File: src/rtl/hue_pkg.sv
// Shared definitions for the RGB-to-hue front end: controller state encoding
// and pipeline constants.
package hue_pkg;

   typedef enum logic [2:0] {
      IDLE   = 3'd0,
      ARMED  = 3'd1,
      STREAM = 3'd2,
      DRAIN  = 3'd3,
      DONE   = 3'd4
   } hue_ctrl_state_t;

   localparam int HUE_PIPE_LATENCY = 6;
   localparam int HUE_NUM_PIXELS   = 307200;

endpackage

File: src/rtl/hue_frame_ctrl_if.sv
// Pixel stream bundle around the frame controller: camera side in, hue
// pipeline side out, plus the done flag returned from the pipeline output.
interface hue_frame_ctrl_if;

   logic       cam_valid;
   logic       cam_sof;
   logic [7:0] cam_red;
   logic [7:0] cam_green;
   logic [7:0] cam_blue;
   logic       cam_visual;

   logic       pipe_valid;
   logic [7:0] pipe_red;
   logic [7:0] pipe_green;
   logic [7:0] pipe_blue;
   logic       pipe_visual;
   logic       pipe_done;

   logic       ret_done;

   // master is the controller; slave is the capture front end plus pipeline
   modport master (
      input  cam_valid, cam_sof, cam_red, cam_green, cam_blue, cam_visual, ret_done,
      output pipe_valid, pipe_red, pipe_green, pipe_blue, pipe_visual, pipe_done
   );

   modport slave (
      output cam_valid, cam_sof, cam_red, cam_green, cam_blue, cam_visual, ret_done,
      input  pipe_valid, pipe_red, pipe_green, pipe_blue, pipe_visual, pipe_done
   );

endinterface

File: src/rtl/hue_frame_counter.sv
// Up-counter with clear, load-to-one and increment; last flags count == LAST.
// Used both as the frame pixel counter and as the drain timer.
module hue_frame_counter #(
   parameter int W    = 19,
   parameter int LAST = 1
) (
   input  logic         clock,
   input  logic         reset_n,
   input  logic         clear,
   input  logic         load_one,
   input  logic         incr,
   output logic [W-1:0] count,
   output logic         last
);

   localparam logic [W-1:0] LAST_V = W'(LAST);

   logic [W-1:0] count_reg;

   always_ff @(posedge clock or negedge reset_n) begin
      if (!reset_n) begin
         count_reg <= '0;
      end else if (clear) begin
         count_reg <= '0;
      end else if (load_one) begin
         count_reg <= W'(1);
      end else if (incr) begin
         count_reg <= count_reg + W'(1);
      end
   end

   assign count = count_reg;
   assign last  = (count_reg == LAST_V);

endmodule

File: src/rtl/hue_frame_ctrl.sv
// Frame sequencer gating the camera pixel stream into the hue pipeline:
// arms on start, aligns to SOF, counts pixels, drains and reports.
module hue_frame_ctrl
   import hue_pkg::*;
#(
   parameter int NUM_PIXELS    = HUE_NUM_PIXELS,
   parameter int CNT_W         = 19,
   parameter int DRAIN_TIMEOUT = 16,
   parameter int FCNT_W        = 16
) (
   input  logic              clock,
   input  logic              reset_n,
   input  logic              start,
   input  logic              abort,
   input  logic              continuous,
   hue_frame_ctrl_if.master  px,
   output logic              busy,
   output logic              frame_done,
   output logic [FCNT_W-1:0] frame_count,
   output logic [CNT_W-1:0]  pixel_count,
   output logic              err_short,
   output logic              err_timeout
);

   localparam int DRAIN_W = (DRAIN_TIMEOUT > 2) ? $clog2(DRAIN_TIMEOUT) : 1;

   hue_ctrl_state_t state_reg, state_next;

   logic              accept;
   logic              pipe_done_next;
   logic              err_short_next, err_timeout_next;
   logic              frame_done_next;
   logic [FCNT_W-1:0] frame_count_next;
   logic              pix_clear, pix_load_one, pix_incr, pix_last;
   logic              drain_last;
   logic [DRAIN_W-1:0] drain_count;

   logic              pipe_valid_reg, pipe_done_reg, pipe_visual_reg;
   logic [7:0]        pipe_red_reg, pipe_green_reg, pipe_blue_reg;
   logic              busy_reg, frame_done_reg, err_short_reg, err_timeout_reg;
   logic [FCNT_W-1:0] frame_count_reg;

   // pix_last means the next accepted pixel completes the frame
   hue_frame_counter #(.W(CNT_W), .LAST(NUM_PIXELS - 1)) u_pixel_cnt (
      .clock    (clock),
      .reset_n  (reset_n),
      .clear    (pix_clear),
      .load_one (pix_load_one),
      .incr     (pix_incr),
      .count    (pixel_count),
      .last     (pix_last)
   );

   hue_frame_counter #(.W(DRAIN_W), .LAST(DRAIN_TIMEOUT - 1)) u_drain_cnt (
      .clock    (clock),
      .reset_n  (reset_n),
      .clear    (state_reg != DRAIN),
      .load_one (1'b0),
      .incr     (state_reg == DRAIN),
      .count    (drain_count),
      .last     (drain_last)
   );

   always_comb begin
      state_next       = state_reg;
      accept           = 1'b0;
      pipe_done_next   = 1'b0;
      pix_clear        = 1'b0;
      pix_load_one     = 1'b0;
      pix_incr         = 1'b0;
      err_short_next   = err_short_reg;
      err_timeout_next = err_timeout_reg;
      frame_done_next  = 1'b0;
      frame_count_next = frame_count_reg;

      if (abort) begin
         state_next = IDLE;
      end else begin
         case (state_reg)
            IDLE: begin
               if (start) begin
                  state_next       = ARMED;
                  pix_clear        = 1'b1;
                  err_short_next   = 1'b0;
                  err_timeout_next = 1'b0;
               end
            end
            ARMED: begin
               if (px.cam_valid && px.cam_sof) begin
                  accept       = 1'b1;
                  pix_load_one = 1'b1;
                  if (NUM_PIXELS == 1) begin
                     pipe_done_next = 1'b1;
                     state_next     = DRAIN;
                  end else begin
                     state_next = STREAM;
                  end
               end
            end
            STREAM: begin
               if (px.cam_valid) begin
                  accept = 1'b1;
                  // an early SOF truncates the current frame and restarts counting
                  if (px.cam_sof) begin
                     err_short_next = 1'b1;
                     pix_load_one   = 1'b1;
                  end else begin
                     pix_incr = 1'b1;
                     if (pix_last) begin
                        pipe_done_next = 1'b1;
                        state_next     = DRAIN;
                     end
                  end
               end
            end
            DRAIN: begin
               if (px.ret_done || drain_last) begin
                  err_timeout_next = err_timeout_reg | ~px.ret_done;
                  state_next       = DONE;
                  frame_done_next  = 1'b1;
                  frame_count_next = frame_count_reg + FCNT_W'(1);
               end
            end
            DONE: begin
               if (continuous) begin
                  state_next = ARMED;
                  pix_clear  = 1'b1;
               end else begin
                  state_next = IDLE;
               end
            end
            default: state_next = IDLE;
         endcase
      end
   end

   always_ff @(posedge clock or negedge reset_n) begin
      if (!reset_n) begin
         state_reg       <= IDLE;
         pipe_valid_reg  <= 1'b0;
         pipe_done_reg   <= 1'b0;
         pipe_red_reg    <= '0;
         pipe_green_reg  <= '0;
         pipe_blue_reg   <= '0;
         pipe_visual_reg <= 1'b0;
         busy_reg        <= 1'b0;
         frame_done_reg  <= 1'b0;
         frame_count_reg <= '0;
         err_short_reg   <= 1'b0;
         err_timeout_reg <= 1'b0;
      end else begin
         state_reg       <= state_next;
         pipe_valid_reg  <= accept;
         pipe_done_reg   <= pipe_done_next;
         if (accept) begin
            pipe_red_reg    <= px.cam_red;
            pipe_green_reg  <= px.cam_green;
            pipe_blue_reg   <= px.cam_blue;
            pipe_visual_reg <= px.cam_visual;
         end
         busy_reg        <= (state_next != IDLE);
         frame_done_reg  <= frame_done_next;
         frame_count_reg <= frame_count_next;
         err_short_reg   <= err_short_next;
         err_timeout_reg <= err_timeout_next;
      end
   end

   assign px.pipe_valid  = pipe_valid_reg;
   assign px.pipe_done   = pipe_done_reg;
   assign px.pipe_red    = pipe_red_reg;
   assign px.pipe_green  = pipe_green_reg;
   assign px.pipe_blue   = pipe_blue_reg;
   assign px.pipe_visual = pipe_visual_reg;
   assign busy           = busy_reg;
   assign frame_done     = frame_done_reg;
   assign frame_count    = frame_count_reg;
   assign err_short      = err_short_reg;
   assign err_timeout    = err_timeout_reg;

endmodule

File: src/flat_wrapper.sv
// flat-port wrapper written by rule: the top's interface ports become plain ports
module hue_frame_ctrl_flat import hue_pkg::*;
#(
   parameter int NUM_PIXELS    = HUE_NUM_PIXELS,
   parameter int CNT_W         = 19,
   parameter int DRAIN_TIMEOUT = 16,
   parameter int FCNT_W        = 16
)
  (clock, reset_n, start, abort, continuous, busy, frame_done, frame_count, pixel_count, err_short, err_timeout, px_cam_valid, px_cam_sof, px_cam_red, px_cam_green, px_cam_blue, px_cam_visual, px_ret_done, px_pipe_valid, px_pipe_red, px_pipe_green, px_pipe_blue, px_pipe_visual, px_pipe_done);
  hue_frame_ctrl_if px_i ();
  input  logic clock;
  input  logic reset_n;
  input  logic start;
  input  logic abort;
  input  logic continuous;
  output logic busy;
  output logic frame_done;
  output logic [FCNT_W-1:0] frame_count;
  output logic [CNT_W-1:0] pixel_count;
  output logic err_short;
  output logic err_timeout;
  input wire logic [$bits(px_i.cam_valid)-1:0] px_cam_valid;
  input wire logic [$bits(px_i.cam_sof)-1:0] px_cam_sof;
  input wire logic [$bits(px_i.cam_red)-1:0] px_cam_red;
  input wire logic [$bits(px_i.cam_green)-1:0] px_cam_green;
  input wire logic [$bits(px_i.cam_blue)-1:0] px_cam_blue;
  input wire logic [$bits(px_i.cam_visual)-1:0] px_cam_visual;
  input wire logic [$bits(px_i.ret_done)-1:0] px_ret_done;
  output wire logic [$bits(px_i.pipe_valid)-1:0] px_pipe_valid;
  output wire logic [$bits(px_i.pipe_red)-1:0] px_pipe_red;
  output wire logic [$bits(px_i.pipe_green)-1:0] px_pipe_green;
  output wire logic [$bits(px_i.pipe_blue)-1:0] px_pipe_blue;
  output wire logic [$bits(px_i.pipe_visual)-1:0] px_pipe_visual;
  output wire logic [$bits(px_i.pipe_done)-1:0] px_pipe_done;
  assign px_i.cam_valid = px_cam_valid;
  assign px_i.cam_sof = px_cam_sof;
  assign px_i.cam_red = px_cam_red;
  assign px_i.cam_green = px_cam_green;
  assign px_i.cam_blue = px_cam_blue;
  assign px_i.cam_visual = px_cam_visual;
  assign px_i.ret_done = px_ret_done;
  assign px_pipe_valid = px_i.pipe_valid;
  assign px_pipe_red = px_i.pipe_red;
  assign px_pipe_green = px_i.pipe_green;
  assign px_pipe_blue = px_i.pipe_blue;
  assign px_pipe_visual = px_i.pipe_visual;
  assign px_pipe_done = px_i.pipe_done;
  hue_frame_ctrl #(.NUM_PIXELS(NUM_PIXELS), .CNT_W(CNT_W), .DRAIN_TIMEOUT(DRAIN_TIMEOUT), .FCNT_W(FCNT_W)) u_core (.clock(clock), .reset_n(reset_n), .start(start), .abort(abort), .continuous(continuous), .px(px_i), .busy(busy), .frame_done(frame_done), .frame_count(frame_count), .pixel_count(pixel_count), .err_short(err_short), .err_timeout(err_timeout));
endmodule
File: config.mk
export PLATFORM = sky130hd
export DESIGN_NAME = hue_frame_ctrl_flat
export DESIGN_NICKNAME = d
export VERILOG_FILES = /design/src/rtl/hue_pkg.sv /design/src/rtl/hue_frame_ctrl_if.sv /design/src/rtl/hue_frame_counter.sv /design/src/rtl/hue_frame_ctrl.sv /design/src/flat_wrapper.sv
export SDC_FILE = /design/constraint.sdc
export NUM_CORES = 1
export LEC_CHECK = 0
export ABC_AREA = 1
export BUFFER_PORTS_ARGS = -buffer_cell sky130_fd_sc_hd__buf_2
export CORE_MARGIN = 4
export CORE_UTILIZATION = 50
export CTS_CLUSTER_SIZE = 8
export DETAILED_ROUTE_END_ITERATION = 8
export PLACE_DENSITY = 0.76
export SYNTH_ARGS = -nofsm -noshare
export SYNTH_HDL_FRONTEND = slang
export SYNTH_HIERARCHICAL = 1
export SYNTH_SLANG_ARGS = --single-unit
File: constraint.sdc
create_clock -name clock -period 4.5 [get_ports clock]
set_input_delay 0.9 -clock clock [delete_from_list [all_inputs] [get_ports clock]]
set_output_delay 0.9 -clock clock [all_outputs]
set_load 0.02 [all_outputs]
Yosys cells after proc, flatten, opt, wreduce, memory -nomap -nowiden. Index checks and enable logic that the tools add are counted.

Input port bits: 33. Bits in registers: 73.

Mux-type cells: 44. Bitwise logic cells: 3. Add/subtract/negate cells: 3. Reductions and logical operators: 11. Equality and inequality tests: 11.

Operator list (number): 19-bit 2-to-1 mux (3); 1-bit 2-to-1 mux (26); 3-bit 2-to-1 mux (7); 19-bit by 1-bit adder with 19-bit output, second input constant (1); 19-bit == test, second input constant (1); 16-bit by 1-bit adder with 16-bit output, second input constant (1); 3-bit case mux with 5 select lines (1); 1-bit case mux with 2 select lines (5); 4-bit 2-to-1 mux (2); 3-bit by 2-bit == test with 1-bit output, second input constant (2); 2-bit != test, second input constant (3); 2-bit nonzero test (3); 3-bit nonzero test (2); 5-bit AND reduction (1); 4-bit by 1-bit adder with 4-bit output, second input constant (1); 4-bit == test, second input constant (1); 4-bit AND reduction (1); 3-bit by 1-bit == test with 1-bit output, second input constant (1); 3-bit == test, second input constant (1); 3-bit zero test (1); 3-bit by 2-bit != test with 1-bit output, second input constant (1); 3-bit AND reduction (1); 2-bit by 1-bit != test with 1-bit output, second input constant (1); 1-bit inverter (2); 3 further kinds (3).

Longest topological paths before layout. Gate-level depths: netlist (run 1).

Word-level depth: 7. Depth in mapped cells: 13. Depth with buffers taken out: 13.

Modules after synthesis. Netlist (run 1), hierarchy kept.

By module, submodules not included: hue_frame_ctrl (seq. area each 1251.2 um2, area an instance 2316.0 um2, instances 1, cells an instance 278); hue_frame_counter at u_core.u_pixel_cnt (seq. area each 475.5 um2, area an instance 1178.6 um2, instances 1, cells an instance 161); hue_frame_counter at u_core.u_drain_cnt (seq. area each 100.1 um2, area an instance 206.4 um2, instances 1, cells an instance 26).

Least setup slack after synthesis (run 1). OpenSTA, ideal clock, no wires.

Path type: input to register. Start point: input px_cam_valid. End point: register u_core.u_pixel_cnt.count_reg[17], in the netlist u_core/u_pixel_cnt/count[17]. Path slack: 2.189 ns. Library setup time: 0.119 ns. Arrival time: 2.192 ns. Buffers on the path: 1. Cell stages on the path: 10. Data required time: 4.381 ns. Cell sequence: inv_1 > nor4_1 > inv_2 > nand2_2 > buf_6 > nand2_2 > nor2_4 > nand3_1 > nand2_1 > nor2_1.

Elaborated cells between the ends (all ways): 11. Those cells by class: 9 x mux; 2 x reduce/logical.

RTL lines: from (decl) (line flat_wrapper.sv:22) `input wire logic [$bits(px_i.cam_valid)-1:0] px_cam_valid;`; 1-bit 2-to-1 mux (line hue_frame_ctrl.sv:101) `if (px.cam_valid) begin`; 1-bit 2-to-1 mux (line hue_frame_ctrl.sv:79) `case (state_reg)`; 1-bit 2-to-1 mux (line hue_frame_ctrl.sv:76) `if (abort) begin`; net u_core.pix_incr (line hue_frame_ctrl.sv:34) `logic pix_clear, pix_load_one, pix_incr, pix_last;`; 3-bit nonzero test (no source line); to (signal assigned) (line hue_frame_counter.sv:28) `count_reg <= count_reg + W'(1);`; to (decl) (line hue_frame_counter.sv:18) `logic [W-1:0] count_reg;`.

The timed path passes the listed nets, and every way through them passes these cells. A chain may end at the register's enable or synchronous reset.

Final worst setup path (run 1).
Start point: input px_cam_valid. End point: register u_core.u_pixel_cnt.count_reg[16], in the netlist u_core/u_pixel_cnt/count[16].

Same word-level chain as after synthesis.

==> results of run 1 <==
## layout by cell type, fill, tap and decap left out, drive strengths merged
master,count
o21ai,8
conb,2
nor2,67
xor2,5
a31oi,1
o21a,1
dfrtp,73
nand2,187
and3,2
nor4,1
o2111ai,1
clkinv,5
o211ai,1
and2,2
nor3,5
inv,45
nand4,10
clkbuf,10
ha,3
nand3,19
a21oi,17
nand3b,3
xnor2,4
or2,1
clkinvlp,1
buf,99
## how the worst max path moves through the flow
stage / startpoint / end / slack, ns / depth (start not counted)
after CTS: px_cam_valid / u_core/u_pixel_cnt/count[14] / 2.15 / 11
after global placement: px_cam_valid / u_core/u_pixel_cnt/count[14] / 1.83 / 11
after detailed placement: px_cam_valid / u_core/u_pixel_cnt/count[14] / 1.78 / 11
after global routing: u_core/state_reg[0] / u_core/u_pixel_cnt/count[16] / 1.89 / 10
after floorplan: px_cam_valid / u_core/u_pixel_cnt/count[17] / 2.19 / 10
final: px_cam_valid / u_core/u_pixel_cnt/count[16] / 2.12 / 10
## power by group
part | internal [W] | switching, W | total, W
registers | 0.000747 | 0.0000570 | 0.000804
clock network | 0.000202 | 0.000246 | 0.000448
logic | 0.000123 | 0.000249 | 0.000372
total | 0.00107 | 0.000552 | 0.00162
## metrics by stage
step | power (W) | instances
after floorplan | 0.001038 | 466
after global placement | 0.001177 | 656
after detailed placement | 0.001191 | 656
after CTS | 0.001649 | 672
after global routing | 0.001720 | 672
final | 0.001624 | 672
## logic make-up (layout without fill, tap and decap cells)
| logic type | count (synthesis) | in the layout | share of synthesized area |
|---|---|---|---|
| compound gates | 29 | 29 | 0.04294 |
| xor+xnor | 9 | 9 | 0.02333 |
| fa+ha+maj | 3 | 3 | 0.01014 |
| buf+inv | 53 | 160 | 0.06457 |
| flops | 73 | 73 | 0.4936 |
| other cells | 1 | 2 | 0.001013 |
| simple gates | 297 | 297 | 0.3644 |
## final cells by class
class                      count  area share
tap                           99     0.02796
multi-input combinational    340      0.3700
timing repair buffer          99      0.1124
inverter                      45     0.03869
clock inverter                 6    0.009884
sequential                    73      0.4123
clock buffer                  10     0.02881
## critical path, stage by stage
cell     delay [ns]
buf_2          0.09
inv_1          0.07
nor4_1         0.71
inv_2          0.10
nand2_2        0.24
nand2_1        0.13
nor2_4         0.16
nand4_1        0.10
nand2_1        0.07
nor2_1         0.04
## routing by layer
| metal | share of wire | track usage | wire, µm | vias up |
|---|---|---|---|---|
| met3 | 0.061 | 0.04647 | 509 | 17 |
| met5 | 0 | 0 | 0 | - |
| met4 | 0.019 | 0.08664 | 162 | 0 |
| met1 | 0.43 | 0.2418 | 3615 | 1525 |
| met2 | 0.49 | 0.3465 | 4121 | 101 |
| li1 | - | - | - | 1648 |
==> impl_metrics.yaml, run 1 <==
synth:
  synth_flop_cell: "dfrtp_1"
  synth.area.top_cells: "dfrtp_1 (49%), nand2_1 (18%), nor2_1 (5.2%)"
  yosysSeqAreaShare: 0.4936
  synth_common_cells: "nand2_1 (177), dfrtp_1 (73), nor2_1 (51), inv_1 (41)"
  synth_area_leader_cell: "dfrtp_1"
  yosys_warnings: 6
  synth_top_area_frac: 0.4936
  synthMostInstantiatedCell: "nand2_1"
  synth_edf_count: 0
  syn_avg_cell_area_um2: 7.959
  ys_types: 39
  ys_seq_elements: 73
  syn_area_um2: 3701
  async_flop_share: 1.000
  syn_inst: 465
finish:
  n_fill_cell: 636
  largest_register_ffs: 19
  finalNetCount: 604
  antenna_cells: 0
  multi_input_area_um2: 1639
  syn_to_final_growth_pct: 19.71
  regArea_um2: 1827
  final_core_utilization: 0.6141
  layout-drive-gt1-share: 0.2600
  fin_area_um2: 4431
floorplan:
  coreArea_um2: 7214
  die_area_um2: 8843
  rows: 31
  fp.dieW_um: 94.04
  pin_count: 99
  dieHeight_um: 94.04
  initial_utilization: 0.5130
job:
  cap_violations: 0
critical_path:
  crit_required_ns: 4.74
  timing.rr.end: "u_core/u_pixel_cnt/count[16]"
  cp-end-kind: "register"
  rrSetupSlack_ns: 2.15
  worstPathArrival_ns: 2.61
  cp-start-kind: "primary input"
  path_class: "primary input to register"
  reg2reg_from: "u_core/state_reg[0]"
  crit_path_max_fanout: 12
  reg2reg_depth: 10
global_route:
  grt_pass1_wl_um: 14170
  grt_max_degree: 41
  overflow: 0
  grt_usage: 0.2018
  grt_pass1_vias: 3233
  antenna_found_initial: 0
min_path:
  whs_endpoint: "u_core/px.pipe_red[7]"
  hold_class: "register to register"
  holdCritStartpoint: "u_core/px.pipe_red[7]"
  whs_path_depth: 2
run_status:
  status: "finished clean"
sta:
  layout_min_cycle_time_ns: 2.376
  finalMaxSlewViolations: 0
  relSlewSlack: 0.4051
  timing.hold.ws_ns: 0.4771
  finalHoldViolations: 0
  rsz0062_at_grt: "false"
  tightest_slew_ns: 0.8923
  fin_tns_setup_ns: 0
  fin_skew_ns: 0.007548
  finalWorstSetupSlack_ns: 2.124
  setup_viol: 0
  period_share: 0.5281
  fmax_mhz: 420.8
clocking:
  ctsHoldBuffers: 0
  clockBufferDepth: 2
  insertion_delay_ns: 0.34
  clock-root-buffer: "clkbuf_8"
  cts_max_level: 3
  cts-buffers-inserted: 9
  clock_sinks: 73
  cts_tree: "yes"
  clk_pin_slew_worst_paths_ns: 0.08
  post_cts_resized: 0
  postCtsSetupRepairBufs: 0
place:
  place_congestion: 0.9147
  placed_area_um2: 4259
  pre_cts_ws_ns: 1.780
  hpwlAfterDp_um: 6245
  io_buffers: 98
detailed_routing:
  first_pass_iters: 4
  wl_um: 8408
  drc: 0
  drtIter0Drc: 133
  postRouteAntennaNets: 0
  vias_per_cell: 4.897
  num_vias: 3291
  wire_per_inst_um: 12.51
power_and_ir_drop:
  power_density_nw_per_um2: 366.5
  peakVddDrop_v: 0.0002390
  power_leakage_nw: 2.444
(Power assumes the default switching activity.)
==> inputs of run 2 (changes only) <==
==> constraint.sdc (replaced) <==
create_clock -name clock -period 2.2 [get_ports clock]
set_input_delay 0.44 -clock clock [delete_from_list [all_inputs] [get_ports clock]]
set_output_delay 0.44 -clock clock [all_outputs]
set_load 0.02 [all_outputs]
==> run 2 against run 1 <==
First-iteration DRC count up 22%. Clock power up 140%. Non-clock buffer count up 3. Utilization up 1.0 points. Count of clock-buffer cells in the layout down 1. Flip-flop and latch count unchanged. Global-route usage down 0.73 points. Critical path type is now register to register. Largest power group unchanged. Highest routed layer unchanged.
==> impl_metrics.yaml, run 2 (synthesized netlist as in run 1, its figures left out) <==
run_status:
  status: "finished clean"
finish:
  final_common_cell: "nand2_1"
  syn_to_final_growth_pct: 21.74
  fin_area_um2: 4506
  layout-drive-gt1-share: 0.2691
  mostFrequentLayoutCells: "nand2_1 (177), buf_2 (98), dfrtp_1 (73), nor2_1 (51), inv_1 (41)"
  finalNetCount: 607
  largest_register_ffs: 19
  antenna_cells: 0
clocking:
  clockBufferDepth: 2
  clock_sinks: 73
  cts-buffers-inserted: 9
  clk_pin_slew_worst_paths_ns: 0.09
  cts_tree: "yes"
  clock-root-buffer: "clkbuf_8"
  insertion_delay_ns: 0.34
  ctsHoldBuffers: 0
  cts_max_level: 3
global_route:
  globalRouteMet2Util: 0.3264
  top_usage_layer: "met2"
  grt_pass1_wl_um: 13990
  overflow: 0
  grt_pass1_vias: 3165
  use_met1: 0.2522
  grtUsageMet3: 0.03846
  grt_max_degree: 74
  antenna_found_initial: 0
  grt_usage: 0.1946
critical_path:
  timing.rr.end: "u_core/u_pixel_cnt/count[14]"
  rrSetupSlack_ns: 0.23
  path_class: "register to register"
  crit_path_max_fanout: 12
  reg2reg_depth: 11
  cp-start-kind: "register"
  worstPathArrival_ns: 2.24
  cp-end-kind: "register"
  crit_required_ns: 2.47
  reg2reg_from: "u_core/state_reg[0]"
detailed_routing:
  first_pass_iters: 4
  num_vias: 3259
  wl_um: 8172
  wire_per_inst_um: 12.11
  vias_per_cell: 4.828
  postRouteAntennaNets: 0
  drc: 0
  drtIter0Drc: 162
min_path:
  hold_class: "primary input to asynchronous set/reset pin"
job:
  cap_violations: 0
sta:
  finalHoldViolations: 0
  fin_skew_ns: 0.009855
  fmax_mhz: 506.4
  period_share: 0.8976
  layout_min_cycle_time_ns: 1.975
  finalMaxSlewViolations: 0
  finalWorstSetupSlack_ns: 0.2253
  setup_viol: 0
place:
  hpwlAfterDp_um: 5942
  place_congestion: 0.8859
  io_buffers: 98
  pre_cts_ws_ns: 0.1670
  placed_area_um2: 4294
floorplan:
  die_area_um2: 8843
  initial_utilization: 0.5130
  dieHeight_um: 94.04
  rows: 31
  coreArea_um2: 7214
  fp.dieW_um: 94.04
  pin_count: 99
power_and_ir_drop:
  peakVddDrop_v: 0.0005553
  power_leakage_nw: 2.477
  power_density_nw_per_um2: 772.5
-- run 2: cell count changes in the layout (fill, tap and decap cells not counted) --
cell | previous run | this run
nor4_1 | 1 | 0
clkinv_2 | 2 | 1
buf_4 | 1 | 3
a21oi_2 | 0 | 1
a21oi_1 | 17 | 16
nor4_2 | 0 | 1
inv_6 | 1 | 2
buf_12 | 0 | 1
bufinv_16 | 0 | 1
clkbuf_1 | 1 | 0
-- run 2: final cells by class --
type | instances | area [µm²]
fillers | 652 | 2709
flip-flops and latches | 73 | 1827
multi-input cells | 340 | 1649
repair buffers | 102 | 533.0
inverters | 45 | 171.4
clock buffers | 9 | 123.9
well taps | 99 | 123.9
clock inverters | 7 | 77.57
-- run 2: where the power goes --
part	internal [W]	switching (W)	leakage, nW
Combinational	0.000257	0.000508	1.40
Sequential	0.00153	0.000113	0.972
Clock	0.000534	0.000541	0.100
Total	0.00232	0.00116	2.48
-- run 2: worst max-delay path by stage --
stage / start / endpoint / slack, ns
after floorplan: u_core/state_reg[0] / u_core/u_pixel_cnt/count[17] / 0.25
after global placement: px_cam_sof / u_core/u_pixel_cnt/count[14] / 0.27
after detailed placement: px_cam_sof / u_core/u_pixel_cnt/count[14] / 0.17
after CTS: u_core/state_reg[0] / u_core/u_pixel_cnt/count[14] / 0.17
after global routing: u_core/state_reg[0] / u_core/u_pixel_cnt/count[14] / -0.005
final: u_core/state_reg[0] / u_core/u_pixel_cnt/count[14] / 0.23
-- run 2: repair_timing --
action,4_1_cts,5_1_grt
endpoints found under the setup margin,0,4
gates resized for setup,0,2
endpoints found under the hold margin,0,0
setup buffers,0,0
-- run 2: worst max-delay path: stages (launching register included) --
cell and delay, ns:
dfrtp_1 0.44, nor2_2 0.22, nand2_2 0.11, nor4_2 0.26, inv_2 0.10, nand2_2 0.22
nand2_1 0.13, nor2_4 0.16, nand2_2 0.06, nand2_1 0.06, nand2_1 0.04, nor2_1 0.08
-- run 2: metal layers --
metal | part of all wire | up-vias
li1 | - | 1658
met1 | 0.45 | 1515
met2 | 0.49 | 79
met3 | 0.053 | 7
met4 | 0.0076 | 0
met5 | 0 | -
-- run 2: metrics by stage --
| stage | utilization | hold WS (ns) | std cells | power [W] | TNS (ns) |
|---|---|---|---|---|---|
| 2_1_floorplan | - | 0.1444 | 466 | 0.002124 | 0 |
| 3_3_place_gp | 0.5952 | 0.4574 | 659 | 0.002413 | 0 |
| 3_5_place_dp | 0.5952 | 0.4603 | 659 | 0.002438 | 0 |
| 4_1_cts | 0.6231 | 0.1282 | 675 | 0.003528 | 0 |
| 5_1_grt | 0.6245 | 0.1601 | 675 | 0.003669 | -0.005138 |
| 6_report | 0.6245 | 0.1126 | 675 | 0.003480 | 0 |
==> inputs of run 3 (changes only) <==
--- a/config.mk
+++ b/config.mk
@@ -12,6 +12,7 @@
 export CTS_CLUSTER_SIZE = 8
 export DETAILED_ROUTE_END_ITERATION = 8
 export PLACE_DENSITY = 0.76
+export SETUP_SLACK_MARGIN = 0.4
 export SYNTH_ARGS = -nofsm -noshare
 export SYNTH_HDL_FRONTEND = slang
 export SYNTH_HIERARCHICAL = 1
==> run 3 against run 2 <==
Non-clock buffer count increased by 12. Total power increased by 3.9%. Worst hold slack got worse by 0.099 ns. Die area unchanged. Sequential power about the same. Critical path type unchanged. Highest routed layer unchanged.
==> impl_metrics.yaml, run 3 (synthesized netlist as in run 1, its figures left out) <==
sta:
  setup_viol: 0
  fin_skew_ns: 0.008904
  rsz0062_at_grt: "true"
  fin_tns_setup_ns: 0
  fmax_mhz: 550.6
  finalHoldViolations: 0
  timing.hold.ws_ns: 0.01322
  layout_min_cycle_time_ns: 1.816
  finalMaxSlewViolations: 0
  period_share: 0.8256
power_and_ir_drop:
  power_leakage_nw: 2.576
  power_density_nw_per_um2: 765.9
  peakVddDrop_v: 0.0006437
critical_path:
  cp_cell_sequence: "nor2_4, nand2_4, nor4_4, inv_2, nand2_4, buf_4, nand2_2, nor3_2, nor2_1, a21oi_1"
  crit_required_ns: 2.46
  startpoint: "u_core/state_reg[2]"
  cp-start-kind: "register"
  reg2reg_from: "u_core/state_reg[2]"
  crit_path_max_fanout: 8
  reg2reg_depth: 10
  cp-end-kind: "register"
  worstPathArrival_ns: 2.08
  cp_slowest_cell: "dfrtp_2"
  crit_top_cell: "nand2_4"
  slowest_delay_ns: 0.45
  path_class: "register to register"
global_route:
  grt_pass1_vias: 3081
  antenna_found_initial: 0
  overflow: 0
  grt_usage: 0.1966
  grt_max_degree: 59
  grt_pass1_wl_um: 14010
detailed_routing:
  vias_per_cell: 4.916
  wire_per_inst_um: 12.51
  num_vias: 3377
  postRouteAntennaNets: 0
  drc: 0
  drtIter0Drc: 167
  wl_um: 8595
  first_pass_iters: 5
clocking:
  clk_pin_slew_worst_paths_ns: 0.08
  cts-buffers-inserted: 9
  cts_max_level: 3
  cts_tree: "yes"
  insertion_delay_ns: 0.33
  ctsHoldBuffers: 0
  clockBufferDepth: 2
  clock_sinks: 73
  clock-root-buffer: "clkbuf_8"
finish:
  syn_to_final_growth_pct: 27.62
  antenna_cells: 0
  finalNetCount: 619
  largest_register_ffs: 19
  final_common_cell: "nand2_1"
  layout-drive-gt1-share: 0.3112
  mostFrequentLayoutCells: "nand2_1 (175), buf_2 (98), dfrtp_1 (71), nor2_1 (48), inv_1 (38)"
floorplan:
  coreArea_um2: 7214
  fp.dieW_um: 94.04
  die_area_um2: 8843
  rows: 31
  initial_utilization: 0.5130
  pin_count: 99
  dieHeight_um: 94.04
place:
  place_congestion: 0.9220
  io_buffers: 98
  hpwlAfterDp_um: 6066
run_status:
  status: "finished clean"
min_path:
  hold_class: "primary input to asynchronous set/reset pin"
job:
  cap_violations: 0
-- run 3: power by group --
part	switching [W]	internal, W
Sequential	0.000109	0.00153
Clock	0.000510	0.000674
Combinational	0.000523	0.000275
-- run 3: routing by layer --
metal / vias to the layer above / part of all wire / global-route usage
met3: 6 / 0.069 / 0.03926
li1: 1685 / - / -
met5: - / 0 / 0
met4: 0 / 0.0081 / 0.06498
met1: 1575 / 0.44 / 0.2659
met2: 111 / 0.48 / 0.3170
-- run 3: what timing repair did --
action | CTS | global route
setup buffers | 2 | 10
pin swaps | 1 | 13
setup endpoints to repair | 13 | 37
gates resized for setup | 7 | 21
-- run 3: critical path, delay by kind of cell, from the launching register on --
kind	cells	cell delay (ns)
AND/OR/NAND/NOR	7	0.92
flip-flops	1	0.45
AO/OA/AOI/OAI	1	0.13
buffers and inverters	2	0.24
-- run 3: worst paths after layout --
kind,to,slack (ns)
worst max-delay path,u_core/u_pixel_cnt/count[5],0.38
worst min-delay path,u_core/u_pixel_cnt/count[5],0.01
worst max register to register,u_core/u_pixel_cnt/count[5],0.38
worst min register to register,u_core/px.pipe_visual,0.48
max in group asynchronous,u_core/px.pipe_red[2],1.55
min in group clock,u_core/px.pipe_green[0],0.29
-- run 3: area by class of cell --
class | instances | area (µm²)
Clock inverter | 6 | 90.09
Sequential cell | 73 | 1829
Fill cell | 616 | 2491
Inverter | 45 | 180.2
Tap cell | 99 | 123.9
Multi-Input combinational cell | 340 | 1735
Clock buffer | 10 | 137.6
Timing Repair Buffer | 114 | 626.9
-- run 3: through the flow --
step	worst slack (ns)	power (W)	utilization	instances	instance area (µm²)
floorplan	0.4414	0.002124	-	466	3711
global placement	0.2529	0.002415	0.5961	659	4300
detailed placement	0.1616	0.002427	0.5961	659	4300
CTS	0.3997	0.003637	0.6344	677	4577
global route	0.2781	0.003824	0.6547	687	4723
finish	0.3838	0.003618	0.6547	687	4723
